$ cat src/rtl/rv_pkg.sv
// Shared RV32 core definitions: datapath width, writeback source
// encodings and load funct3 codes.
package rv_pkg;

  localparam int XLEN = 32;

  typedef enum logic [1:0] {
    RESULT_ALU  = 2'b00,
    RESULT_LOAD = 2'b01,
    RESULT_PC4  = 2'b10,
    RESULT_RSVD = 2'b11
  } result_src_e;

  localparam logic [2:0] F3_LB  = 3'b000;
  localparam logic [2:0] F3_LH  = 3'b001;
  localparam logic [2:0] F3_LW  = 3'b010;
  localparam logic [2:0] F3_LBU = 3'b100;
  localparam logic [2:0] F3_LHU = 3'b101;

endpackage

$ cat src/rtl/mw_writeback_if.sv
// Memory-stage to writeback bundle: the instruction leaving MEM plus the
// raw data-memory word that arrives during the WB cycle.
interface mw_writeback_if #(
  parameter int DATA_WIDTH = 32
);
  logic                  m_valid;
  logic                  m_reg_write;
  logic [4:0]            m_rd;
  logic [1:0]            m_result_src;
  logic [2:0]            m_funct3;
  logic [DATA_WIDTH-1:0] m_alu_result;
  logic [DATA_WIDTH-1:0] m_pc_plus4;
  logic [31:0]           dmem_rdata;

  modport master (
    output m_valid, m_reg_write, m_rd, m_result_src, m_funct3,
           m_alu_result, m_pc_plus4, dmem_rdata
  );

  modport slave (
    input m_valid, m_reg_write, m_rd, m_result_src, m_funct3,
          m_alu_result, m_pc_plus4, dmem_rdata
  );
endinterface

$ cat src/rtl/mw_writeback_load_align.sv
// Combinational load aligner: picks the byte/half/word addressed by the low
// address bits and sign- or zero-extends it according to funct3.
module load_align
  import rv_pkg::*;
(
  input  logic [31:0] rdata,
  input  logic [1:0]  off,
  input  logic [2:0]  funct3,
  output logic [31:0] data
);

  logic [7:0]  lanes [4];
  logic [7:0]  byte_sel;
  logic [15:0] half_sel;

  genvar gi;
  generate
    for (gi = 0; gi < 4; gi++) begin : g_lane
      assign lanes[gi] = rdata[8*gi +: 8];
    end
  endgenerate

  // Halves ignore off[0]; there is no misalignment trap.
  assign byte_sel = lanes[off];
  assign half_sel = off[1] ? rdata[31:16] : rdata[15:0];

  always_comb begin
    data = rdata;
    case (funct3)
      F3_LB:   data = {{24{byte_sel[7]}}, byte_sel};
      F3_LBU:  data = {24'h0, byte_sel};
      F3_LH:   data = {{16{half_sel[15]}}, half_sel};
      F3_LHU:  data = {16'h0, half_sel};
      default: data = rdata;
    endcase
  end

endmodule

$ cat src/rtl/mw_writeback.sv
// MEM/WB pipeline register and writeback stage: drives the register-file
// write port, the forwarding tap and the retired-instruction counter.
module mw_writeback
  import rv_pkg::*;
#(
  parameter int DATA_WIDTH = XLEN,
  parameter int CNT_WIDTH  = 64
) (
  input  logic                  clk,
  input  logic                  rst,
  input  logic                  stall,
  input  logic                  flush,
  mw_writeback_if.slave         m,
  output logic                  rf_we,
  output logic [4:0]            rf_rd,
  output logic [DATA_WIDTH-1:0] rf_wd,
  output logic                  fwd_valid,
  output logic [4:0]            fwd_rd,
  output logic [DATA_WIDTH-1:0] fwd_data,
  output logic [CNT_WIDTH-1:0]  instret
);

  logic                  w_valid;
  logic                  w_reg_write;
  logic [4:0]            w_rd;
  result_src_e           w_src;
  logic [2:0]            w_funct3;
  logic [DATA_WIDTH-1:0] w_alu;
  logic [DATA_WIDTH-1:0] w_pc4;
  logic [31:0]           load_data;
  logic [DATA_WIDTH-1:0] wd;

  always_ff @(posedge clk) begin
    if (rst) begin
      w_valid     <= 1'b0;
      w_reg_write <= 1'b0;
      w_rd        <= '0;
      w_src       <= RESULT_ALU;
      w_funct3    <= '0;
      w_alu       <= '0;
      w_pc4       <= '0;
      instret     <= '0;
    end else begin
      // The instruction leaving W retires even if a flush lands on the same edge.
      if (w_valid && !stall)
        instret <= instret + CNT_WIDTH'(1);
      if (flush) begin
        w_valid     <= 1'b0;
        w_reg_write <= 1'b0;
      end else if (!stall) begin
        w_valid     <= m.m_valid;
        w_reg_write <= m.m_reg_write;
        w_rd        <= m.m_rd;
        w_src       <= result_src_e'(m.m_result_src);
        w_funct3    <= m.m_funct3;
        w_alu       <= m.m_alu_result;
        w_pc4       <= m.m_pc_plus4;
      end
    end
  end

  load_align u_load_align (
    .rdata  (m.dmem_rdata),
    .off    (w_alu[1:0]),
    .funct3 (w_funct3),
    .data   (load_data)
  );

  always_comb begin
    wd = w_alu;
    case (w_src)
      RESULT_LOAD: wd = DATA_WIDTH'(load_data);
      RESULT_PC4:  wd = w_pc4;
      default:     wd = w_alu;
    endcase
  end

  // Forwarding stays live through a stall; only the actual write is held off.
  assign fwd_valid = w_valid && w_reg_write && (w_rd != 5'd0);
  assign rf_we     = fwd_valid && !stall;
  assign rf_rd     = w_rd;
  assign rf_wd     = wd;
  assign fwd_rd    = w_rd;
  assign fwd_data  = wd;

endmodule

$ cat src/flat_wrapper.sv
// flat-port wrapper written by rule: the top's interface ports become plain ports
module mw_writeback_flat import rv_pkg::*;
#(
  parameter int DATA_WIDTH = XLEN,
  parameter int CNT_WIDTH  = 64
)
  (clk, rst, stall, flush, rf_we, rf_rd, rf_wd, fwd_valid, fwd_rd, fwd_data, instret, m_m_valid, m_m_reg_write, m_m_rd, m_m_result_src, m_m_funct3, m_m_alu_result, m_m_pc_plus4, m_dmem_rdata);
  mw_writeback_if #(.DATA_WIDTH(DATA_WIDTH)) m_i ();
  input  logic clk;
  input  logic rst;
  input  logic stall;
  input  logic flush;
  output logic rf_we;
  output logic [4:0] rf_rd;
  output logic [DATA_WIDTH-1:0] rf_wd;
  output logic fwd_valid;
  output logic [4:0] fwd_rd;
  output logic [DATA_WIDTH-1:0] fwd_data;
  output logic [CNT_WIDTH-1:0] instret;
  input wire logic [$bits(m_i.m_valid)-1:0] m_m_valid;
  input wire logic [$bits(m_i.m_reg_write)-1:0] m_m_reg_write;
  input wire logic [$bits(m_i.m_rd)-1:0] m_m_rd;
  input wire logic [$bits(m_i.m_result_src)-1:0] m_m_result_src;
  input wire logic [$bits(m_i.m_funct3)-1:0] m_m_funct3;
  input wire logic [$bits(m_i.m_alu_result)-1:0] m_m_alu_result;
  input wire logic [$bits(m_i.m_pc_plus4)-1:0] m_m_pc_plus4;
  input wire logic [$bits(m_i.dmem_rdata)-1:0] m_dmem_rdata;
  assign m_i.m_valid = m_m_valid;
  assign m_i.m_reg_write = m_m_reg_write;
  assign m_i.m_rd = m_m_rd;
  assign m_i.m_result_src = m_m_result_src;
  assign m_i.m_funct3 = m_m_funct3;
  assign m_i.m_alu_result = m_m_alu_result;
  assign m_i.m_pc_plus4 = m_m_pc_plus4;
  assign m_i.dmem_rdata = m_dmem_rdata;
  mw_writeback #(.DATA_WIDTH(DATA_WIDTH), .CNT_WIDTH(CNT_WIDTH)) u_core (.clk(clk), .rst(rst), .stall(stall), .flush(flush), .m(m_i), .rf_we(rf_we), .rf_rd(rf_rd), .rf_wd(rf_wd), .fwd_valid(fwd_valid), .fwd_rd(fwd_rd), .fwd_data(fwd_data), .instret(instret));
endmodule
$ cat config.mk
export PLATFORM = sky130hd
export DESIGN_NAME = mw_writeback_flat
export DESIGN_NICKNAME = d
export VERILOG_FILES = /design/src/rtl/rv_pkg.sv /design/src/rtl/mw_writeback_if.sv /design/src/rtl/mw_writeback_load_align.sv /design/src/rtl/mw_writeback.sv /design/src/flat_wrapper.sv
export SDC_FILE = /design/constraint.sdc
export NUM_CORES = 1
export LEC_CHECK = 0
export CORE_MARGIN = 3
export CORE_UTILIZATION = 35
export CTS_CLUSTER_DIAMETER = 40
export DETAILED_ROUTE_END_ITERATION = 10
export GPL_ROUTABILITY_DRIVEN = 0
export GPL_TIMING_DRIVEN = 0
export PLACE_DENSITY_LB_ADDON = 0.1
export SYNTH_ARGS = -nofsm -noshare
export SYNTH_HDL_FRONTEND = slang
export SYNTH_SLANG_ARGS = --single-unit
$ cat constraint.sdc
create_clock -name clk -period 5.85 [get_ports clk]
set_input_delay 1.755 -clock clk [delete_from_list [all_inputs] [get_ports clk]]
set_output_delay 1.755 -clock clk [all_outputs]
set_load 0.02 [all_outputs]
-- After elaboration in Yosys (flattened, before gate mapping)
Cells that the tools add are included.
- logic and storage cells: 33
- register bits after elaboration: 140
- output and inout bits: 140
- bits of input ports: 112
- multiplexer cells: 6
- bitwise logic cells: 3
- $add $sub $neg: 1
- magnitude comparators: 1
- equal/unequal tests: 5
- reduce and logical (&&, ||, !) cells: 9
- operators with widths (kind ; count):
    32-bit case mux with 4 select lines ; 1
    64-bit by 1-bit adder with 64-bit output, second input constant ; 1
    32-bit case mux with 2 select lines ; 1
    8-bit binary-select mux with 2-bit select ; 1
    16-bit two-way mux ; 1
    8-bit two-way mux ; 2
    3-bit equality test, second input constant ; 2
    5-bit nonzero test ; 1
    1-bit logical AND ; 4
    3-bit by 1-bit equality test with 1-bit output, second input constant ; 1
    3-bit >= comparator, second input constant ; 1
    3-bit zero test ; 1
    2-bit inverter with 3-bit output ; 1
    2-bit by 1-bit equality test with 1-bit output, second input constant ; 1
    2-bit equality test, second input constant ; 1
    1-bit inverter ; 2
    2-bit AND reduction ; 1
    2-bit OR reduction ; 1
    1-bit zero test ; 1

-- Depth between registers and ports, before layout
Gate-level depths: netlist (run 1).
- depth in word-level cells: 6
- gate-level depth with buffers: 8
- mapped depth without buffers: 5

-- By module
Synthesis (run 1) repeated with hierarchy kept, for this count alone.
- cell total of the unflattened synthesis: 949
- area, all modules: 7096.8 um^2
- by module, submodules not included (module ; cells an instance ; instances ; area an instance (um^2)):
    mw_writeback ; 840 ; 1 ; 6468.7
    load_align ; 109 ; 1 ; 628.1

-- Least setup slack after synthesis (run 1)
Ideal clock, no wire load.
- path type: input-to-output
- start: in m_dmem_rdata[31]
- end: out rf_wd[11]
- cell stages on the path: 6
- arrival: 3.606 ns
- setup slack: 0.489 ns
- path buffers: 1
- cell sequence: mux2i_1 mux2_2 nor4_1 o221ai_1 a21oi_1 buf_4
- word-level cells in the longest chain between the ends: 5
- RTL lines (element ; RTL line ; source):
    start, declared ; flat_wrapper.sv:27 ; input wire logic [$bits(m_i.dmem_rdata)-1:0] m_dmem_rdata;
    8-bit binary-select mux with 2-bit select ; mw_writeback_load_align.sv:24 ; assign byte_sel = lanes[off];
    8-bit two-way mux (implied by the code) (2 in series) ; mw_writeback_load_align.sv:24 ;
    32-bit case mux with 4 select lines ; mw_writeback_load_align.sv:29 ; case (funct3)
    32-bit case mux with 2 select lines ; mw_writeback.sv:71 ; case (w_src)
    end, declared ; flat_wrapper.sv:15 ; output logic [DATA_WIDTH-1:0] rf_wd;
No other way between the ends. The select of a mux whose other input is x is not followed.

-- Worst setup path in the final report (run 1)
- start: in m_dmem_rdata[15]
- end: out rf_wd[14]
The elaborated chain is that of the path after synthesis.

==> results of run 1 <==
==> worst min path at each step <==
stage | from | end | slack, ns | depth (start not counted)
global route | u_core.w_alu[15]$_SDFFE_PP0P_ | u_core.w_alu[15]$_SDFFE_PP0P_ | 0.47 | 2
finish | u_core.w_alu[3]$_SDFFE_PP0P_ | u_core.w_alu[3]$_SDFFE_PP0P_ | 0.45 | 2
floorplan | u_core.w_alu[3]$_SDFFE_PP0P_ | u_core.w_alu[3]$_SDFFE_PP0P_ | 0.43 | 2
CTS | u_core.w_alu[3]$_SDFFE_PP0P_ | u_core.w_alu[3]$_SDFFE_PP0P_ | 0.45 | 2
global placement | u_core.w_alu[6]$_SDFFE_PP0P_ | u_core.w_alu[6]$_SDFFE_PP0P_ | 0.44 | 2
detailed placement | u_core.w_alu[3]$_SDFFE_PP0P_ | u_core.w_alu[3]$_SDFFE_PP0P_ | 0.44 | 2
==> critical path, delay by kind of cell <==
family | cells | cell delay [ns]
buffers and inverters | 4 | 1.13
muxes | 2 | 0.43
AOI/OAI and AO/OA | 2 | 0.38
and+or+nand+nor | 1 | 0.28
==> report_power, final <==
group | switching [mW] | internal, mW | total (mW)
clock | 0.419 | 0.765 | 1.18
sequential | 0.0156 | 0.978 | 0.993
combinational | 0.201 | 0.183 | 0.384
total | 0.635 | 1.93 | 2.56
==> Yosys cell counts (all sizes together) <==
library cell  count  area (um2)
a211oi            6       45.04
a21oi           119       595.6
a221oi            1       8.760
a31o              1       8.760
a32oi             1       8.760
and2              8       50.05
and3              9       56.30
and4              6       52.55
and4b             1       10.01
buf              47       325.3
clkbuf           49       183.9
dfxtp           140        2803
ha                3       37.54
inv              11       41.29
mux2              8       90.09
mux2i             8       80.08
nand2           213       799.5
nand2b            3       18.77
nand3            21       105.1
nand3b            1       7.510
nand4            22       143.9
nand4b            1       8.760
nor2             68       255.2
nor2b            12       75.07
nor3              9       45.04
nor4             11       68.82
o21a              5       37.54
o21ai            30       150.1
o221a             1       11.26
o221ai           30       262.8
o311a             1       10.01
o31ai            11       82.58
or2               3       18.77
or3              15       93.84
or4              14       112.6
or4b              1       13.76
xnor2            16       140.1
xor2             21       183.9
==> through the flow <==
stage / hold slack, ns / setup WS, ns / utilization, % / TNS [ns]
after global routing: 0.4730 / 0.02106 / 54.10 / 0
after global placement: 0.4408 / -1.091 / 50.36 / -28.40
after CTS: 0.4531 / 0.009501 / 54.03 / 0
after detailed placement: 0.4445 / -1.095 / 50.36 / -27.85
after floorplan: 0.4329 / 0.4892 / - / 0
final: 0.4536 / 0.1228 / 54.11 / 0
==> flip-flops by register name (all words and copies together), names as in the netlist <==
| signal | cells |
|---|---|
| u_core.w_pc4 | 32 |
| u_core.w_src | 2 |
| u_core.fwd_rd | 5 |
| u_core.w_valid | 1 |
| u_core.w_alu | 32 |
| u_core.w_reg_write | 1 |
| u_core.instret | 64 |
| u_core.w_funct3 | 3 |
==> layout make-up <==
class | count | area (um2)
buffer | 96 | 519.2
antenna | 1 | 2.502
inverter | 11 | 41.29
sequential | 140 | 2803
timing repair buffer | 252 | 2461
fill | 1979 | 8990
clock buffer | 20 | 446.7
tap | 265 | 331.6
multi-input combinational | 680 | 3802
clock inverter | 11 | 192.7
==> repair_timing <==
action                     CTS  global route
cloned                       0             0
pin swaps                    6             5
buffers inserted             3             0
gates resized for setup     77            10
setup endpoints to repair   48            21
==> metal layers <==
metal / wire length (um) / global-route usage (%)
met3: 1904 / 6.530
met5: 36 / 0
met4: 428 / 6.143
met2: 12190 / 38.66
met1: 10920 / 29.03
==> kinds of logic (layout without fill, tap and decap cells) <==
group / after synthesis / after routing / share of synthesized area, %
adder cells (fa/ha/maj): 3 / 3 / 0.5331
XOR/XNOR: 37 / 37 / 4.602
AO/OA/AOI/OAI: 206 / 206 / 17.34
multiplexers: 16 / 16 / 2.417
AND/OR/NAND/NOR: 418 / 418 / 27.49
other: 0 / 1 / 0
flip-flops: 140 / 140 / 39.80
buffers and inverters: 107 / 390 / 7.818
==> out/results.tsv, run 1 <==
metric	value	unit
cts.sinks	140	
top_level_ports	252	
coreArea	0.01959	mm2
power_density	241.6	mW/mm2
slew_headroom	22.15	%
syn_avg_cell_area	7.596	um2
drc	0	
ctsHoldBuffers	0	
yosys_warnings	0	
p_total	2.561	mW
vias	7509	
clk_latency	0.42	ns
start_util	35.95	%
ys_seq_area_share	39.80	%
area_growth	50.53	%
fin_crit_sh	97.90	%
crit_fanout	8	
regToRegStartpoint	u_core.instret[16]$_SDFFE_PP0P_	
cp-end-kind	output port	
grt_pass1_vias	7235	
period_needed	5.727	ns
antenna_found_initial	3	
crit_path_max_incr_delay	0.51	ns
drt_pass1_iterations	5	
postSynthCellCount	927	
tightest_slew	1.157	ns
setup_viol	0	
grt_setup_unrepaired	no	
cts_buffers	17	
viasPerCell	5.087	
vdd_ir_drop_max	0.0002012	V
ctsLongestPathBuffers	2	
grt_max_degree	17	
drv_cap	0	
layout_commonest_cell	nand2_1	
routed_wl	25480	um
criticalPathCategory	in -> out	
grt_usage	22.98	%
die_y	147.8	um
fin_nets	1313	
rows	51	
syn_area	0.007042	mm2
fmax	0.1746	GHz
drt-initial-drc-count	437	
place_hpwl	19480	um
dp_cells	1441	
layout_common_cells	nand2_1 (213), clkdlybuf4s50_1 (199), dfxtp_1 (140)	
io_buffer_count	249	
clkTransAtPathRegs	0.06	ns
grt_pass1_wl	39830	um
placed_cell_area	0.009866	mm2
fin_area	0.01060	mm2
cts-root-buf	clkbuf_16	
grt.overflow.total	0	
slowest_stage	clkdlybuf4s50_1	
hold_violations	0	
reg2reg_depth	6	
critPathLaunchType	primary input	
slew_viol_final	0	
fin_cells	1476	
avgRoutedWirePerCell	17.26	um
cp.arrival	3.97	ns
path_cells	clkdlybuf4s50_1 -> mux2i_2 -> mux2_2 -> nor4_4 -> buf_6 -> o221ai_1 -> a21oi_1 -> buf_4 -> dlygate4sd2_1	
syn_nets	1042	
timing.reg2reg.setup_slack	3.39	ns
endpoint	rf_wd[14]	
ant_nets	0	
synthDistinctLibCells	43	
crit_start	m_dmem_rdata[15]	
cts_tree	built	
die_width	147.8	um
status	completed	
drive_gt1_share	9.752	%
required	4.09	ns
die_area	0.02186	mm2
cellLeakagePower	3.819	nW
skew	0.007017	ns
htree_levels	4	
hp-class	reg -> reg	
synth_seq_cells	140	
timing.rr.end	u_core.instret[38]$_SDFFE_PP0P_	
No activity file was read; power rests on OpenSTA's default activity.
==> run 2, diff against run 1 <==
==> constraint.sdc (replaced) <==
create_clock -name clk -period 4.8 [get_ports clk]
set_input_delay 0.96 -clock clk [delete_from_list [all_inputs] [get_ports clk]]
set_output_delay 0.96 -clock clk [all_outputs]
set_load 0.02 [all_outputs]
==> out/results.tsv, run 2 (same netlist as run 1, synthesis figures left out) <==
metric	value	unit	change
grt.overflow.total	0		unchanged
coreArea	0.01959	mm2	unchanged
layout_commonest_cell	clkdlybuf4s50_1		
antenna_found_initial	3		unchanged
slowest_stage	clkdlybuf4s50_1		
criticalPathCategory	in -> out		
ff_latch_area	0.002803	mm2	unchanged
slew_viol_final	0		unchanged
multi_input_area	0.003704	mm2	-2.6%
regMostFlops	u_core.instret		
path_cells	clkdlybuf4s50_1 -> mux2i_1 -> mux2_2 -> nor4_4 -> buf_4 -> o221ai_1 -> a21oi_1 -> buf_4 -> clkdlybuf4s50_1		
status	completed		
viasPerCell	5.118		+0.60%
fmax	0.2136	GHz	
cts_buffers	17		unchanged
die_area	0.02186	mm2	unchanged
clk_latency	0.42	ns	about the same
grt_max_degree	17		unchanged
die_width	147.8	um	unchanged
io_buffer_count	249		unchanged
routed_wl	25370	um	-0.43%
crit_fanout	8		unchanged
fin_cells	1474		-0.14%
hold_violations	0		unchanged
rows	51		unchanged
start_util	35.95	%	unchanged
htree_levels	4		unchanged
crit_path_max_incr_delay	0.59	ns	+0.08 ns
top_regs	u_core.instret (64), u_core.w_alu (32), u_core.w_pc4 (32)		
avgRoutedWirePerCell	17.21	um	-0.29%
grt_pass1_wl	39550	um	-0.69%
critPathLaunchType	primary input		
fillers	1969		-0.51%
drt_pass1_iterations	5		unchanged
ctsHoldBuffers	0		unchanged
cts-root-buf	clkbuf_16		
cellLeakagePower	3.610	nW	-5.5%
vdd_ir_drop_max	0.0002427	V	+21%
cp.arrival	3.72	ns	-0.25 ns
drc	0		unchanged
tightest_slew	1.156	ns	-0.0007589 ns
area_growth	49.63	%	
vias	7544		+0.47%
dp_cells	1441		unchanged
p_total	3.132	mW	+22%
slew_headroom	22.20	%	+0.051 points
clkTransAtPathRegs	0.06	ns	about the same
largest_register_ffs	64		unchanged
hp-class	reg -> reg		
die_y	147.8	um	unchanged
ctsLongestPathBuffers	2		unchanged
top_level_ports	252		unchanged
place_hpwl	19480	um	unchanged
layout_common_cells	clkdlybuf4s50_1 (249), nand2_1 (213), dfxtp_1 (140)		
fin_crit_sh	97.54	%	
required	3.84	ns	-0.25 ns
cp-end-kind	output port		
grt_pass1_vias	7168		-0.93%
num_antenna_cells	0		-1
power_density	297.3	mW/mm2	+23%
cts_tree	built		
setup_viol	0		unchanged
grt_usage	22.83	%	-0.15 points
fin_nets	1312		-0.076%
drive_gt1_share	7.444	%	-2.3 points
cts.sinks	140		unchanged
period_needed	4.682	ns	
drv_cap	0		unchanged
drt-initial-drc-count	431		-1.4%
skew	0.007545	ns	+0.0005279 ns
ant_nets	0		unchanged
-- run 2: changes by cell type in the layout (fill, tap and decap cells not counted), moves of 2 or more --
| cell | change |
|---|---|
| clkdlybuf4s50_1 | +50 |
| dlygate4sd2_1 | -39 |
| o221ai_1 | +11 |
| o221ai_2 | -11 |
| a21oi_1 | +7 |
| a21oi_2 | -7 |
| buf_4 | -3 |
| clkdlybuf4s15_2 | -3 |
| dlymetal6s2s_1 | -2 |
-- run 2: stage by stage --
stage               utilization (%)  setup slack, ns  hold slack, ns     TNS, ns  area (um2)
finish                        53.78           0.1182          0.4538           0       10540
detailed placement            50.36          -0.5546          0.4445      -6.780        9866
floorplan                         -            1.029          0.4329           0        7042
global route                  53.78         -0.01502          0.4730    -0.01597       10540
CTS                           53.71       -0.0005143          0.4531  -0.0005143       10520
global placement              50.36          -0.5511          0.4408      -7.144        9866
-- run 2: repair_timing --
action	in CTS	in global routing
pin swaps	0	1
buffers inserted	0	2
setup endpoints to repair	21	15
resized for setup	3	0
-- run 2: layout make-up --
cell class / count / share of cell area, %
buffer: 96 / 4.845
clock buffer: 20 / 4.239
clock inverter: 11 / 1.829
inverter: 11 / 0.3919
multi-input combinational: 680 / 35.15
sequential: 140 / 26.60
tap: 265 / 3.147
timing repair buffer: 251 / 23.80
-- run 2: worst paths after layout --
| check | from | end | slack, ns | cells after the start |
|---|---|---|---|---|
| min reg2reg | u_core.w_alu[3]$_SDFFE_PP0P_ | u_core.w_alu[3]$_SDFFE_PP0P_ | 0.45 | 2 |
| min | u_core.w_alu[3]$_SDFFE_PP0P_ | u_core.w_alu[3]$_SDFFE_PP0P_ | 0.45 | 2 |
| max | m_dmem_rdata[31] | rf_wd[15] | 0.12 | 9 |
| max reg2reg | u_core.instret[16]$_SDFFE_PP0P_ | u_core.instret[38]$_SDFFE_PP0P_ | 2.34 | 6 |
-- run 2: report_power, final --
group	total [mW]	internal [mW]	switching, mW
clock network	1.44	0.933	0.512
logic	0.477	0.238	0.239
registers	1.21	1.19	0.0189
total	3.13	2.36	0.770
-- run 2: layer usage --
| metal | vias up | GRT usage [%] | part of all wire, % |
|---|---|---|---|
| met5 | - | 0 | 0.14 |
| met4 | 6 | 6.143 | 1.8 |
| li1 | 3734 | - | - |
| met2 | 272 | 38.15 | 47 |
| met1 | 3498 | 29.01 | 43 |
| met3 | 34 | 6.530 | 7.7 |
-- run 2: critical path: cells and delay by family --
kind | cells | cell delay [ns]
buf+inv | 4 | 1.50
mux | 2 | 0.49
compound gates | 2 | 0.49
simple gates | 1 | 0.27
